--- src/rtl/all_pkgs.sv ---
// Shared core-wide types and constants: datapath width, writeback source
// select, load funct3 codes and the writeback FSM state encoding.
package all_pkgs;

   localparam int WIDTH = 32;

   typedef enum logic [2:0] {
      WB_ALU = 3'b000,
      WB_MEM = 3'b001,
      WB_PC4 = 3'b010,
      WB_IMM = 3'b011,
      WB_CSR = 3'b100
   } wb_sel_e;

   localparam logic [2:0] F3_LB  = 3'b000;
   localparam logic [2:0] F3_LH  = 3'b001;
   localparam logic [2:0] F3_LW  = 3'b010;
   localparam logic [2:0] F3_LBU = 3'b100;
   localparam logic [2:0] F3_LHU = 3'b101;

   typedef enum logic [1:0] {
      WB_EMPTY    = 2'd0,
      WB_WAIT_MEM = 2'd1,
      WB_COMMIT   = 2'd2
   } wb_state_e;

endpackage

--- src/rtl/load_formatter.sv ---
// Combinational sub-word load extraction: picks the byte/half lane from an
// aligned memory word and sign- or zero-extends it according to funct3.
module load_formatter
   import all_pkgs::*;
(
   input  logic [WIDTH-1:0] raw,
   input  logic [2:0]       funct3,
   input  logic [1:0]       addr_lo,
   output logic [WIDTH-1:0] data
);

   logic [7:0]  byte_lane;
   logic [15:0] half_lane;

   // NOTE: every always_comb output gets a default before any branch so no latch is inferred.
   always_comb begin
      byte_lane = raw[7:0];
      case (addr_lo)
         2'd0: byte_lane = raw[7:0];
         2'd1: byte_lane = raw[15:8];
         2'd2: byte_lane = raw[23:16];
         2'd3: byte_lane = raw[31:24];
         default: byte_lane = raw[7:0];
      endcase
      half_lane = addr_lo[1] ? raw[31:16] : raw[15:0];

      data = '0;
      case (funct3)
         F3_LB:   data = {{24{byte_lane[7]}}, byte_lane};
         F3_LBU:  data = {24'd0, byte_lane};
         F3_LH:   data = {{16{half_lane[15]}}, half_lane};
         F3_LHU:  data = {16'd0, half_lane};
         F3_LW:   data = raw;
         default: data = '0;
      endcase
   end

endmodule

--- src/rtl/writeback_stage.sv ---
// Registered MEM/WB writeback stage: accepts one instruction per handshake,
// waits for load data when needed, and issues one register-file write each.
module writeback_stage
   import all_pkgs::*;
#(
   parameter int REG_ADDR_W = 5
) (
   input  logic                  clk,
   input  logic                  rst,
   input  logic                  flush,
   input  logic                  in_valid,
   output logic                  in_ready,
   input  logic                  in_reg_write,
   input  logic [REG_ADDR_W-1:0] in_rd,
   input  logic [2:0]            in_wb_sel,
   input  logic [2:0]            in_funct3,
   input  logic [1:0]            in_addr_lo,
   input  logic [WIDTH-1:0]      in_alu_result,
   input  logic [WIDTH-1:0]      in_pc_plus4,
   input  logic [WIDTH-1:0]      in_imm,
   input  logic [WIDTH-1:0]      in_csr_data,
   input  logic                  mem_rsp_valid,
   input  logic [WIDTH-1:0]      mem_rsp_data,
   output logic                  rf_we,
   output logic [REG_ADDR_W-1:0] rf_rd,
   output logic [WIDTH-1:0]      rf_wdata,
   output logic                  busy
);

   wb_state_e             state_q, state_d;
   logic                  reg_write_q;
   logic [REG_ADDR_W-1:0] rd_q;
   logic [2:0]            funct3_q;
   logic [1:0]            addr_lo_q;

   logic                  accept;
   logic [WIDTH-1:0]      sel_data;
   logic [WIDTH-1:0]      fmt_data;
   logic                  commit_en;
   logic                  commit_we;
   logic [REG_ADDR_W-1:0] commit_rd;
   logic [WIDTH-1:0]      commit_data;

   load_formatter u_load_formatter (
      .raw     (mem_rsp_data),
      .funct3  (funct3_q),
      .addr_lo (addr_lo_q),
      .data    (fmt_data)
   );

   always_comb begin
      sel_data = '0;
      case (in_wb_sel)
         WB_ALU:  sel_data = in_alu_result;
         WB_PC4:  sel_data = in_pc_plus4;
         WB_IMM:  sel_data = in_imm;
         WB_CSR:  sel_data = in_csr_data;
         default: sel_data = '0;
      endcase
   end

   always_comb begin
      in_ready    = !flush && (state_q == WB_EMPTY || state_q == WB_COMMIT);
      accept      = in_valid && in_ready;
      state_d     = state_q;
      commit_en   = 1'b0;
      commit_we   = 1'b0;
      commit_rd   = rd_q;
      commit_data = fmt_data;

      case (state_q)
         WB_EMPTY, WB_COMMIT: begin
            if (!accept) begin
               state_d = WB_EMPTY;
            end else if (in_wb_sel == WB_MEM) begin
               state_d = WB_WAIT_MEM;
            end else begin
               state_d     = WB_COMMIT;
               commit_en   = 1'b1;
               commit_we   = in_reg_write && (in_rd != '0);
               commit_rd   = in_rd;
               commit_data = sel_data;
            end
         end
         WB_WAIT_MEM: begin
            // Flush beats a same-cycle response: the load is dropped unwritten.
            if (flush) begin
               state_d = WB_EMPTY;
            end else if (mem_rsp_valid) begin
               state_d   = WB_COMMIT;
               commit_en = 1'b1;
               commit_we = reg_write_q && (rd_q != '0);
            end
         end
         default: state_d = WB_EMPTY;
      endcase
   end

   // NOTE: sequential state uses non-blocking assignments so all registers update from pre-edge values.
   always_ff @(posedge clk or posedge rst) begin
      if (rst) begin
         state_q     <= WB_EMPTY;
         reg_write_q <= 1'b0;
         rd_q        <= '0;
         funct3_q    <= '0;
         addr_lo_q   <= '0;
      end else begin
         state_q <= state_d;
         if (accept) begin
            reg_write_q <= in_reg_write;
            rd_q        <= in_rd;
            funct3_q    <= in_funct3;
            addr_lo_q   <= in_addr_lo;
         end
      end
   end

   // Output registers double as the WB forwarding source; address/data hold between writes.
   always_ff @(posedge clk or posedge rst) begin
      if (rst) begin
         rf_we    <= 1'b0;
         rf_rd    <= '0;
         rf_wdata <= '0;
      end else begin
         rf_we <= commit_we;
         if (commit_en) begin
            rf_rd    <= commit_rd;
            rf_wdata <= commit_data;
         end
      end
   end

   assign busy = (state_q != WB_EMPTY);

endmodule

--- config.mk ---
export PLATFORM = sky130hd
export DESIGN_NAME = writeback_stage
export DESIGN_NICKNAME = d
export VERILOG_FILES = /design/src/rtl/all_pkgs.sv /design/src/rtl/load_formatter.sv /design/src/rtl/writeback_stage.sv
export SDC_FILE = /design/constraint.sdc
export NUM_CORES = 1
export LEC_CHECK = 0
export ABC_AREA = 0
export CAP_MARGIN = 5
export CORE_ASPECT_RATIO = 0.5
export CORE_MARGIN = 2
export CORE_UTILIZATION = 41
export CTS_BUF_LIST = sky130_fd_sc_hd__clkbuf_8
export DETAILED_ROUTE_END_ITERATION = 8
export PLACE_DENSITY = 0.83
export SETUP_SLACK_MARGIN = 0.5
export SYNTH_ARGS = -nofsm -noshare
export SYNTH_HDL_FRONTEND = slang
export SYNTH_SLANG_ARGS = --single-unit
--- constraint.sdc ---
create_clock -name clk -period 2.1 [get_ports clk]
set_input_delay 0.315 -clock clk [delete_from_list [all_inputs] [get_ports clk]]
set_output_delay 0.315 -clock clk [all_outputs]
set_load 0.01 [all_outputs]
* Yosys cells after proc, flatten, opt, wreduce, memory -nomap -nowiden
Cells that the tools add are included.
Word-level totals: register bits 51, input port bits 179
Cells by class: equal/unequal tests 14, muxes and demuxes 25, reductions and logical operators 14
Operators with widths (number):
- 32-bit case mux with 5 select lines | 1
- 32-bit case mux with 4 select lines | 1
- 32-bit 2-to-1 mux | 3
- 8-bit case mux with 4 select lines | 1
- 16-bit 2-to-1 mux | 1
- 5-bit 2-to-1 mux | 3
- 5-bit nonzero test | 2
- 3-bit by 2-bit equality test with 1-bit output, second input constant | 3
- 3-bit equality test, second input constant | 3
- 1-bit 2-to-1 mux | 8
- 2-bit 2-to-1 mux | 4
- 2-bit equality test, second input constant | 3
- 3-bit by 1-bit equality test with 1-bit output, second input constant | 2
- 3-bit logical NOT | 2
- 2-bit by 1-bit equality test with 1-bit output, second input constant | 2
- 1-bit logical AND | 4
- 2-bit logical NOT | 2
- 1-bit case mux with 2 select lines | 2
- 2-bit case mux with 2 select lines | 1
- 3-bit != test, second input constant | 1
- 2-bit nonzero test | 1
- 2-bit OR reduction | 1
- 1-bit logical NOT | 1
- 1-bit logical OR | 1

* Logic depth before layout (Yosys ltp)
depth in word-level cells 6, gate-level depth with buffers 7, gate-level depth less buffers 4

* By module
From an unflattened synthesis, not the netlist that was laid out.
Unflattened totals: cells, all modules 458, area total of the unflattened synthesis 4291.6 µm²
Modules (own cells, without submodules):
- writeback_stage | times used 1, cells an instance 330, area each 3225.6 µm², seq. area each 1276.2 µm²
- load_formatter | times used 1, cells an instance 128, area each 1066.0 µm², seq. area each 0.0 µm²

* Worst setup path after synthesis
Ideal clock, no wire load.
path type register to register, start point register funct3_q[0], end point register rf_wdata[20], library setup time 0.082 ns, arrival 1.537 ns, data required time 2.018 ns, slack 0.481 ns, stages on the path, launching flop included 7, path buffers 2, period minus slack after synthesis 1.619 ns, path through dfrtp_1 -> buf_6 -> or4_4 -> nor2_2 -> buf_6 -> o31ai_1 -> a31oi_1
On the way: cells in the longest elaborated chain, start to end 5, elaborated cells on any way between the ends 9, classes of those cells eq/ne (4); mux (4); reduce/logical (1)
RTL lines:
- start, declared | RTL line writeback_stage.sv:33 | logic [2:0] funct3_q;
- start signal, assigned | RTL line writeback_stage.sv:112 | funct3_q <= in_funct3;
- 3-bit by 2-bit equality test with 1-bit output (tied with other cells) | RTL line load_formatter.sv:28 | case (funct3)
- 32-bit case mux with 5 select lines * | RTL line load_formatter.sv:28
- 32-bit 2-to-1 mux | RTL line writeback_stage.sv:75 | end else if (in_wb_sel == WB_MEM) begin
- 32-bit 2-to-1 mux | RTL line writeback_stage.sv:73 | if (!accept) begin
- 32-bit 2-to-1 mux * | RTL line writeback_stage.sv:71 | case (state_q)
- end signal, assigned | RTL line writeback_stage.sv:128 | rf_wdata <= commit_data;
- end, declared | RTL line writeback_stage.sv:26 | output logic [WIDTH-1:0] rf_wdata,
Mark *: on every way between the ends. The rest lies on a longest branch, timed or not. A chain may end at the register's enable or synchronous reset.

* Final worst setup path
start point register state_q[0], end point register rf_wdata[18]
On the way: cells in the longest elaborated chain, start to end 6, elaborated cells on any way between the ends 11, classes of those cells eq/ne (2); mux (4); reduce/logical (5)
RTL lines:
- start, declared | RTL line writeback_stage.sv:30 | wb_state_e state_q, state_d;
- start signal, assigned | RTL line writeback_stage.sv:108 | state_q <= state_d;
- 2-bit equality test or 2-bit logical NOT (tied branches) | RTL line writeback_stage.sv:63, writeback_stage.sv:71
- 1-bit logical OR | RTL line writeback_stage.sv:63 | in_ready = !flush && (state_q == WB_EMPTY || state_q == WB_COMMIT);
- 1-bit logical AND | RTL line writeback_stage.sv:63
- 1-bit logical AND | RTL line writeback_stage.sv:64 | accept = in_valid && in_ready;
- 1-bit 2-to-1 mux or 32-bit 2-to-1 mux (tied branches) | RTL line writeback_stage.sv:73
- 1-bit case mux with 2 select lines or 32-bit 2-to-1 mux (tied branches) | RTL line writeback_stage.sv:71
Parallel ways exist; a longest one is shown, timed or not.

==> impl_metrics.yaml <==
run_status:
  status: "finished clean"
synthesis:
  synthArstFlopShare: 1.00
  netlist-cell-type-count: 50
  yosysWarnings: 0
  avgSynthCellArea_um2: 8.31
  ys_seq_elements: 51
  ys_top_cells_by_area: "dfrtp_1, mux2i_1, a31oi_1"
  syn-num-nets: 675
  synth_seq_area_share: 0.310
  synth_area_mm2: 0.00412
  synth_top_cell_area_share: 0.310
  ys.flop_type: "dfrtp_1"
  syn_inst: 496
  synth_edf_count: 0
  yosysMostFrequentCell: "dfrtp_1"
  synth_top_area_cell: "dfrtp_1"
  synth_common_cells: "dfrtp_1, nand2_1, mux2i_1"
drt:
  dr_total_vias: 4914
  routedWlPerCell_um: 19.7
  ant_nets: 0
  routed_wl_um: 16900
  avgViaCountPerCell: 5.74
  drc: 0
  first_pass_iters: 5
  drt_iter0_markers: 375
timing:
  fin_skew_ns: 0.00703
  setup_viol: 0
  rsz0062_at_grt: "yes"
  finalMaxSlewViolations: 0
  fin_crit_sh: 0.820
  finalWorstPathRequiredPeriod_ns: 1.72
  relSlewSlack: 0.590
  timing_worst_slew_pin_value_ns: 0.615
  finalHoldViolations: 0
  max_clock_freq_mhz: 580
grt:
  grt_max_degree: 41
  grt_pass1_vias: 4479
  grt_pass1_wl_um: 24500
  grt_use_total: 0.289
  antenna_found_initial: 0
  grt_overflow_total: 0
final_layout:
  antenna_cells: 0
  final_area_mm2: 0.00706
  area_growth_pct: 71.3
  drive_above_1_share: 0.173
  final_nets: 899
floorplanning:
  die_w_um: 146
  design.core.area_mm2: 0.00960
  ios: 219
  die-area_mm2: 0.0109
  rows: 25
  die_h_um: 74.9
  start_util: 0.429
setup_path:
  worstPathRequired_ns: 2.34
  worstSetupStartpoint: "state_q[0]"
  worst_r2r_endpoint: "rf_wdata[18]"
  critPathCaptureType: "register"
  arrival_ns: 1.97
  r2r-start: "state_q[0]"
  worstSetupEndpoint: "rf_wdata[18]"
  crit_fanout: 8
  reg2reg_slack_ns: 0.38
  timing_worst_setup_path_type: "register to register"
  cp-start-kind: "register"
  rr_worst_depth: 6
cts:
  root_buffer: "clkbuf_8"
  numCtsBuffers: 5
  htree_levels: 2
  cts.sinks: 51
  cts_max_path_buffers: 2
  cts_tree: "done"
  clk_latency_ns: 0.32
  path_clk_slew_ns: 0.10
pwr:
  ir_worst_vdd_mv: 0.343
  p_leak_nw: 2.83
  powerDensity_mw_per_mm2: 533
  fin_total_pwr_mw: 3.77
placement:
  hpwl_um: 12800
  port_buffers: 218
  place.gp.congestion: 0.940
  place_area_mm2: 0.00657
min_path:
  hold_class: "primary input to asynchronous set/reset pin"
run:
  cap_viol_max_count: 0
## flip-flops by register name, summed over array words and instances (netlist names)
| name | count |
|---|---|
| rd_q | 5 |
| reg_write_q | 1 |
| state_q | 2 |
| addr_lo_q | 2 |
| funct3_q | 3 |
| rf_rd | 5 |
| rf_wdata | 32 |
| rf_we | 1 |
## per-layer routing
| layer | global-route usage | share of wire | vias to the layer above | wire, µm |
|---|---|---|---|---|
| met3 | 0.0600 | 0.069 | 20 | 1170 |
| met1 | 0.387 | 0.43 | 2376 | 7290 |
| met4 | 0.0621 | 0.013 | 0 | 216 |
| met2 | 0.495 | 0.49 | 215 | 8230 |
| li1 | - | - | 2303 | - |
| met5 | 0 | 0 | - | 0 |
## area by class of cell
cell class | instances | area (µm²)
clock buffers | 5 | 68.8
clock inverters | 3 | 16.3
fillers | 712 | 2540
inverters | 3 | 11.3
multi-input cells | 391 | 2740
flip-flops and latches | 51 | 1280
well taps | 135 | 169
repair buffers | 268 | 2770
## what timing repair did
item / CTS / global route
hold buffers: 0 / 0
setup buffers: 11 / 4
endpoints found under the setup margin: 40 / 37
gates cloned: 2 / 1
gates resized for setup: 41 / 32
pin swaps: 18 / 13
## worst max-delay path, stage by stage, from the launching register on
cell,delay (ns)
dfrtp_2,0.45
or3b_4,0.41
a211oi_4,0.19
buf_4,0.18
clkbuf_16,0.16
o21ai_1,0.09
a31oi_1,0.17
## report_power, final
| group | internal, mW | switching [mW] |
|---|---|---|
| registers | 1.17 | 0.123 |
| clock network | 0.229 | 0.345 |
| logic | 1.06 | 0.841 |
| total | 2.46 | 1.31 |
## worst min path at each step
stage | startpoint | endpoint | slack, ns | depth (start not counted)
floorplan | flush | state_q[0] | 0.38 | 1
global placement | reg_write_q | reg_write_q | 0.47 | 2
finish | rst | rf_wdata[28] | 0.38 | 2
detailed placement | reg_write_q | reg_write_q | 0.48 | 2
CTS | flush | state_q[0] | 0.38 | 2
global route | flush | state_q[0] | 0.40 | 2
## cell usage in the layout, fill, tap and decap left out, types with 13 or more instances in the layout
master / netlist / layout
a31oi_1: 32 / 31
o21ai_0: 32 / 21
o22ai_1: 14 / 13
a22o_1: 13 / 13
nor2_1: 43 / 43
buf_4: 3 / 32
mux2i_1: 44 / 40
nand3_1: 19 / 19
dfrtp_1: 51 / 46
o2bb2ai_1: 16 / 16
a21oi_1: 15 / 15
and2_1: 16 / 16
clkdlybuf4s50_1: 0 / 208
nand2_1: 47 / 39
## kinds of logic (layout without fill, tap and decap cells)
| kind of cell | after synthesis | after routing | share of synthesized area |
|---|---|---|---|
| mux | 46 | 46 | 0.113 |
| buf+inv | 54 | 279 | 0.0665 |
| compound gates | 174 | 174 | 0.288 |
| simple gates | 171 | 171 | 0.223 |
| flops | 51 | 51 | 0.310 |
## stage by stage
step	setup slack (ns)	util	setup TNS, ns	std cells	hold WS (ns)
final	0.377	0.735	0	856	0.382
after global routing	0.292	0.735	0	856	0.397
after CTS	0.392	0.718	0	851	0.381
after detailed placement	-0.321	0.684	-5.09	830	0.481
after global placement	-0.256	0.684	-4.22	830	0.469
after floorplan	0.519	-	0	496	0.381
(Power assumes the default switching activity.)
